`src/rtl/uart1_tx_if.sv`:
```
// uart1_tx_if: read port of the UART1 transmit FIFO (non-show-ahead)
interface uart1_tx_if;
  logic       tx_fifo_rden;
  logic [7:0] tx_fifo_rdata;
  logic       tx_fifo_empty;
  modport master (output tx_fifo_rden, input tx_fifo_rdata, input tx_fifo_empty);
  modport slave  (input tx_fifo_rden, output tx_fifo_rdata, output tx_fifo_empty);
endinterface

```
`src/rtl/uart1_tx.sv`:
```
// uart1_tx: UART1 8N1 serializer with stop-bit prefetch; define UART1_PARITY_EN for 8E1 frames
module uart1_tx #(
  parameter int CLKS_PER_BIT = 434,
  parameter int STOP_BITS    = 1
) (
  input  logic       clk,
  input  logic       rst,
  input  logic       ena,
  uart1_tx_if.master fifo,
  output logic       txd,
  output logic       busy,
  output logic       tx_done
);
  localparam logic [15:0] LP_LAST      = 16'(CLKS_PER_BIT - 1);
  localparam logic [2:0]  LP_LAST_STOP = 3'(STOP_BITS - 1);
`ifdef UART1_PARITY_EN
  typedef enum logic [2:0] {S_IDLE, S_FETCH, S_LOAD, S_START, S_DATA, S_PARITY, S_STOP} state_t;
`else
  typedef enum logic [2:0] {S_IDLE, S_FETCH, S_LOAD, S_START, S_DATA, S_STOP} state_t;
`endif
  state_t      r_state, w_next;
  logic [15:0] r_baud;
  logic [2:0]  r_bit;
  logic [7:0]  r_shift, r_hold;
  logic        r_pf_valid, r_pf_pend;
  logic        w_bit_end, w_last_stop, w_frame_end, w_pf_rd, w_restart;
  assign w_bit_end   = r_baud == LP_LAST;
  assign w_last_stop = r_bit == LP_LAST_STOP;
  assign w_frame_end = r_state == S_STOP && w_last_stop && w_bit_end;
  assign w_pf_rd     = r_state == S_STOP && w_last_stop && r_baud == 16'd0 && ena && !fifo.tx_fifo_empty && !r_pf_valid;
  assign w_restart   = w_frame_end && (r_pf_valid || r_pf_pend);
  assign busy        = r_state != S_IDLE;
  // next state plus line, read-strobe and done outputs decoded from the current state
  always_comb begin
    w_next            = r_state;
    fifo.tx_fifo_rden = w_pf_rd;
    txd               = 1'b1;
    tx_done           = 1'b0;
    case (r_state)
      S_IDLE:   w_next = (ena && !fifo.tx_fifo_empty) ? S_FETCH : S_IDLE;
      S_FETCH:  begin
        fifo.tx_fifo_rden = 1'b1;
        w_next            = S_LOAD;
      end
      S_LOAD:   w_next = S_START;
      S_START:  begin
        txd    = 1'b0;
        w_next = w_bit_end ? S_DATA : S_START;
      end
`ifdef UART1_PARITY_EN
      S_DATA:   begin
        txd    = r_shift[r_bit];
        w_next = (w_bit_end && r_bit == 3'd7) ? S_PARITY : S_DATA;
      end
      S_PARITY: begin
        txd    = ^r_shift;
        w_next = w_bit_end ? S_STOP : S_PARITY;
      end
`else
      S_DATA:   begin
        txd    = r_shift[r_bit];
        w_next = (w_bit_end && r_bit == 3'd7) ? S_STOP : S_DATA;
      end
`endif
      S_STOP:   begin
        tx_done = w_frame_end;
        w_next  = !w_frame_end ? S_STOP : w_restart ? S_START : S_IDLE;
      end
      default:  w_next = S_IDLE;
    endcase
  end
  // state register, bit timing and byte capture; a prefetched byte may still be in flight on rdata at frame end
  always_ff @(posedge clk) begin
    if (!rst) begin
      r_state    <= S_IDLE;
      r_baud     <= 16'd0;
      r_bit      <= 3'd0;
      r_shift    <= 8'd0;
      r_hold     <= 8'd0;
      r_pf_valid <= 1'b0;
      r_pf_pend  <= 1'b0;
    end else begin
      r_state    <= w_next;
      r_baud     <= (r_state inside {S_IDLE, S_FETCH, S_LOAD} || w_bit_end) ? 16'd0 : r_baud + 16'd1;
      r_bit      <= !w_bit_end ? r_bit : (r_state == S_DATA || (r_state == S_STOP && !w_last_stop)) ? r_bit + 3'd1 : 3'd0;
      r_pf_pend  <= w_pf_rd;
      r_hold     <= r_pf_pend ? fifo.tx_fifo_rdata : r_hold;
      r_pf_valid <= (r_pf_valid || r_pf_pend) && !w_restart;
      r_shift    <= r_state == S_LOAD ? fifo.tx_fifo_rdata : w_restart ? (r_pf_pend ? fifo.tx_fifo_rdata : r_hold) : r_shift;
    end
  end
endmodule

```
`src/flat_wrapper.sv`:
```
// flat-port wrapper written by rule: the top's interface ports become plain ports
module uart1_tx_flat 
#(
  parameter int CLKS_PER_BIT = 434,
  parameter int STOP_BITS    = 1
)
  (clk, rst, ena, txd, busy, tx_done, fifo_tx_fifo_rden, fifo_tx_fifo_rdata, fifo_tx_fifo_empty);
  uart1_tx_if fifo_i ();
  input  logic clk;
  input  logic rst;
  input  logic ena;
  output logic txd;
  output logic busy;
  output logic tx_done;
  output wire logic [$bits(fifo_i.tx_fifo_rden)-1:0] fifo_tx_fifo_rden;
  input wire logic [$bits(fifo_i.tx_fifo_rdata)-1:0] fifo_tx_fifo_rdata;
  input wire logic [$bits(fifo_i.tx_fifo_empty)-1:0] fifo_tx_fifo_empty;
  assign fifo_tx_fifo_rden = fifo_i.tx_fifo_rden;
  assign fifo_i.tx_fifo_rdata = fifo_tx_fifo_rdata;
  assign fifo_i.tx_fifo_empty = fifo_tx_fifo_empty;
  uart1_tx #(.CLKS_PER_BIT(CLKS_PER_BIT), .STOP_BITS(STOP_BITS)) u_core (.clk(clk), .rst(rst), .ena(ena), .fifo(fifo_i), .txd(txd), .busy(busy), .tx_done(tx_done));
endmodule
```
`config.mk`:
```
export PLATFORM = sky130hd
export DESIGN_NAME = uart1_tx_flat
export DESIGN_NICKNAME = d
export VERILOG_FILES = /design/src/rtl/uart1_tx_if.sv /design/src/rtl/uart1_tx.sv /design/src/flat_wrapper.sv
export SDC_FILE = /design/constraint.sdc
export NUM_CORES = 1
export LEC_CHECK = 0
export CAP_MARGIN = 20
export CORE_MARGIN = 1
export CORE_UTILIZATION = 50
export DETAILED_ROUTE_END_ITERATION = 8
export PLACE_DENSITY = 0.82
export SLEW_MARGIN = 20
export SYNTH_ARGS = -nofsm -noshare
export SYNTH_HDL_FRONTEND = slang
export SYNTH_SLANG_ARGS = --single-unit
```
`constraint.sdc`:
```
create_clock -name clk -period 1.92 [get_ports clk]
set_input_delay 0.192 -clock clk [delete_from_list [all_inputs] [get_ports clk]]
set_output_delay 0.192 -clock clk [all_outputs]
set_load 0.005 [all_outputs]
```
# == Word-level counts from Yosys, hierarchy flattened ==
# Index checks and enable logic that the tools add are counted.
# totals
wordCells,58
out_inout_bits,4
mem_count,0
ff_bits,40
ram_bits,0
rom_bits,0
latch_bits,0
# classes
eq_ne,7
add_sub_neg,2
mux,15
magnitude_cmp,1
n_shift,0
div_mod_pow,0
n_bitwise,1
n_mul,0
n_reduce_logical,25
# ops
cell,count
$mux 8,3
$pmux 3 s6,1
$add 16x1->16 const B,1
$eq 16x9->1 const B,1
$logic_not 16->1,1
$logic_and 1x1->1,11
$eq 3x3->1 const B,3
$mux 3,3
$eq 3x2->1 const B,2
$logic_not 3->1,2
$reduce_bool 3->1,2
$mux 1,5
$logic_not 1->1,4
$lt 3x4->1 const B,1
$add 3x1->3 const B,1
$bmux 1 s3,1
$eq 3x1->1 const B,1
$logic_or 1x1->1,3
$mux 2,1
$pmux 1 s2,1
$reduce_bool 2->1,1
$reduce_or 2->1,1
$not 1->1,1

# == Depth between registers and ports, before layout ==
# depth
depth_word,7
depth_mapped,8

# == Worst setup path after synthesis ==
# Ideal clock, no wire load.
# synth_timing
path_kind,reg-to-reg
start,register u_core.r_bit[0]
end,register u_core.r_shift[0]
setup_slack_ns,-0.179
n_path_buf,1
t_arrival_ns,2.030
t_required_ns,1.852
stages_incl_launch_ff,9
cell_sequence,dfxtp_1 > inv_1 > ha_1 > nand3b_4 > or3b_4 > or3_1 > buf_6 > mux2_4 > o21ai_2
# synth_via
elab_chain_cells,5
# synth_rtl
element,line,source
from (decl),uart1_tx.sv:23,logic [2:0] r_bit;
from (signal assigned),uart1_tx.sv:85,r_bit <= !w_bit_end ? r_bit : (r_state == S_DATA || (r_state == S_STOP && !w_last_stop)) ? r_bit + 3'd1 : 3'd0 ...
$logic_not 3->1,uart1_tx.sv:28,assign w_last_stop = r_bit == LP_LAST_STOP;
$logic_and 1x1->1 (2 in a row),uart1_tx.sv:29,assign w_frame_end = r_state == S_STOP && w_last_stop && w_bit_end;
$logic_and 1x1->1,uart1_tx.sv:31,assign w_restart = w_frame_end && (r_pf_valid || r_pf_pend);
$reduce_bool 2->1 (no source line),n/a,
to (signal assigned),uart1_tx.sv:89,r_shift <= r_state == S_LOAD ? fifo.tx_fifo_rdata : w_restart ? (r_pf_pend ? fifo.tx_fifo_rdata : r_hold) : r_ ...
to (decl),uart1_tx.sv:24,"logic [7:0] r_shift, r_hold;"
# Every way passes these cells.
# A chain may end at the register's enable or synchronous reset.

# == Worst setup path in the final report ==
# layout_timing
start,register u_core.r_bit[0]
end,register u_core.r_shift[5]
# Same word-level chain as after synthesis.

==> results by group <==
Outcome
  – Outcome: finished, violations left
  – Failing checks: setup timing

Worst setup path
  – Required @ worst endpoint: about 2.2 ns
  – Critical Path Source Type: flip-flop
  – R2R cell count: 9
  – Setup CP Type: flip-flop to flip-flop
  – Reg2reg setup slack: -0.18 ns
  – Critical path peak fanout: 9
  – RR Startpoint: u_core.r_bit[0]$_SDFFE_PN0N_
  – Critical R2R Capture: u_core.r_shift[5]$_SDFFE_PN0P_
  – Crit path capture type: flip-flop
  – Data arrival, critical path: 2.33 ns

GRT
  – First-pass GRT wire length: 7044 um
  – Initial antenna violation count: 0
  – GRT Total Usage: 21.92%
  – Vias in the first global route: 1587
  – Largest net degree at the start of global routing: 16
  – Grt total ovfl: 0

Yosys
  – Synth Register Bits: 40
  – Mapped Cells: 223
  – Synthesis Warnings: 0
  – Post-synth EDFFs: 0
  – Syn avg cell area: 9.117 um2
  – Synth Cell Area: 0.002033 mm2
  – Syn nets: 241
  – Sequential area share after synthesis: 39.38%
  – Ys flop type: dfxtp_1
  – Synth unique cells: 39
  – Async set-reset flop share out of synthesis: 0%

STA
  – Final Skew: 0.004425 ns
  – Max_slew headroom: 63.79%
  – Final critical-path required period: 2.103 ns
  – Final WS setup: -0.1829 ns
  – Final setup vio count: 12
  – Hold Violations, Final: 0
  – Actual slew at the worst max-slew pin: 0.5390 ns
  – RSZ-0062 raised after global routing: yes
  – Max Slew Vio Count: 0
  – Final Cycle Share: 109.5%
  – Fmax: between 400 and 500 MHz
  – Total negative slack: -1.730 ns

Power and ir drop
  – Max IR drop VDD: approximately 0.48 mV
  – Pwr Total: 1.505 mW
  – Power Density: 588.3 mW/mm2
  – Static leakage: 0.9723 nW

Placed design
  – Inst Count DP: 311
  – Placed inst area: 0.002449 mm2
  – Global placement routability congestion: 0.8340
  – Port bufs: 15
  – Detail Placement HPWL: 3027 um

Cells and area
  – Most frequent cells in the layout: nor2_1, dfxtp_1, buf_4
  – Fillcell total: approximately 280
  – NumNets Final: 289
  – Final instance area: 0.002557 mm2
  – Share of post-route cells with drive strength above 1: 27.31%
  – Post-Route Utilization: 67.82%
  – N_diodes: 0
  – Finished Layout Cells: approximately 320
  – Area Overhead vs Synth: 25.78%

Clock tree
  – CTS tree: yes
  – CTS Sinks: 40
  – Root Driver: clkbuf_8
  – Clk slew on worst S/H paths: roughly 0.070 ns
  – CTS Buffer Depth: 2
  – Num CTS Buffers: 5
  – Htree depth: 2
  – Clock network latency to the later pin of the worst-skew pair: 0.29 ns

Worst hold path
  – Min-Delay Endpoint: u_core.r_shift[3]$_SDFFE_PN0P_
  – Hold Path Depth: 3
  – Worst Hold Class: input pin to flip-flop
  – Worst hold path startpoint: fifo_tx_fifo_rdata[3]

Floorplan
  – Initial Util: 53.92%
  – Die Wd: 65.77 um
  – Core area: 0.003771 mm2
  – Top Ports: 16
  – Die Y: 65.77 um
  – Row cnt: 22
  – Die area: approximately 0.0043 mm2

Drt
  – Drt via density: 5.248
  – Total routed wirelength: 4067 um
  – Initial DRC Count: 80
  – Detailed Routing Iterations Pass 1: 4
  – Antenna Nets Post-Route: 0
  – DRC viols: 0
  – Routed len/inst: approximately 13 um
  – Via count: 1674

Job
  – Max Cap Viol: 0
==> cells by family after synthesis <==
family | count (synthesis) | share of synthesized area [%]
compound gates | 25 | 8.554
fa+ha+maj | 6 | 3.692
flops | 40 | 39.38
buf+inv | 24 | 5.968
simple gates | 96 | 24.31
mux | 18 | 12.06
xor+xnor | 14 | 6.031
==> sequential cells by signal (all words and copies together) (netlist names) <==
signal             flops
u_core.r_baud         16
u_core.r_bit           3
u_core.r_hold          8
u_core.r_pf_pend       1
u_core.r_pf_valid      1
u_core.r_shift         8
u_core.r_state         3
==> power breakdown <==
part | total (mW) | switching, mW | internal (mW)
combinational | 0.138 | 0.0634 | 0.0744
clock | 0.517 | 0.270 | 0.247
sequential | 0.850 | 0.00686 | 0.843
total | 1.50 | 0.340 | 1.16
==> metrics by stage <==
stage                     worst slack (ns)  hold WS [ns]
after floorplan                   -0.04829        0.3046
after global placement             -0.3236        0.4696
after detailed placement           -0.3327        0.4780
after CTS                          -0.1932        0.4806
after global routing               -0.2627        0.4865
final                              -0.1829        0.4841
==> final cells by class <==
cell class	instances	area, um2	share of cell area, %
inverter	15	56.30	2.202
clock inverter	1	5.005	0.1957
multi-input combinational	159	1141	44.62
sequential	40	803.3	31.41
timing repair buffer	50	419.2	16.39
clock buffer	6	72.57	2.838
tap	48	60.06	2.348
==> worst max-delay path by stage <==
| stage | from | end | slack [ns] | depth (start not counted) |
|---|---|---|---|---|
| 3_5_place_dp | ena | fifo_tx_fifo_rden | -0.33 | 6 |
| 6_report | u_core.r_bit[0]$_SDFFE_PN0N_ | u_core.r_shift[5]$_SDFFE_PN0P_ | -0.18 | 9 |
| 3_3_place_gp | ena | fifo_tx_fifo_rden | -0.32 | 6 |
| 4_1_cts | u_core.r_bit[0]$_SDFFE_PN0N_ | u_core.r_shift[5]$_SDFFE_PN0P_ | -0.19 | 9 |
| 2_1_floorplan | u_core.r_bit[0]$_SDFFE_PN0N_ | u_core.r_shift[0]$_SDFFE_PN0P_ | -0.05 | 8 |
| 5_1_grt | u_core.r_bit[1]$_SDFFE_PN0N_ | u_core.r_shift[2]$_SDFFE_PN0P_ | -0.26 | 9 |
==> routing by layer <==
metal  vias up  track usage (%)  part of all wire (%)
met1       776            27.34                    48
li1        856                -                     -
met2        35            36.35                    47
met3         7            4.138                   3.5
met5         -                0                     0
met4         0            9.783                   1.3
==> Yosys cell counts (2+ instances only) <==
cell type | n | area share (%)
dfxtp_1 | 40 | 39
nor2_1 | 38 | 7.0
nand2_1 | 18 | 3.3
inv_1 | 15 | 2.8
nand3_1 | 11 | 2.7
mux2_4 | 8 | 5.9
mux2i_1 | 8 | 3.9
o21ai_2 | 8 | 3.4
xnor2_1 | 7 | 3.0
xor2_1 | 7 | 3.0
a21oi_1 | 6 | 1.5
ha_1 | 6 | 3.7
and3_1 | 4 | 1.2
buf_6 | 4 | 2.2
clkbuf_1 | 4 | 0.74
nand4_1 | 4 | 1.2
nor3_1 | 3 | 0.74
o211ai_1 | 3 | 1.1
or3_1 | 3 | 0.92
and4_1 | 2 | 0.86
mux4_2 | 2 | 2.2
nor4_1 | 2 | 0.62
nor4b_1 | 2 | 0.86
o21ai_0 | 2 | 0.49
o21ai_1 | 2 | 0.49
==> critical path: stages (launching register included) <==
cell	delay, ns
dfxtp_2	0.33
inv_2	0.07
ha_4	0.13
nand3b_4	0.07
or3b_4	0.39
buf_6	0.13
or3_4	0.36
buf_8	0.16
mux2_4	0.30
o21ai_2	0.10
==> what timing repair did <==
item	in CTS	in global routing
resized for setup	10	3
buffers inserted	0	1
pin swaps	2	3
endpoints found under the setup margin	12	12
gates cloned	0	0
hold buffers	0	0
Power figures use the tool's default switching activity.
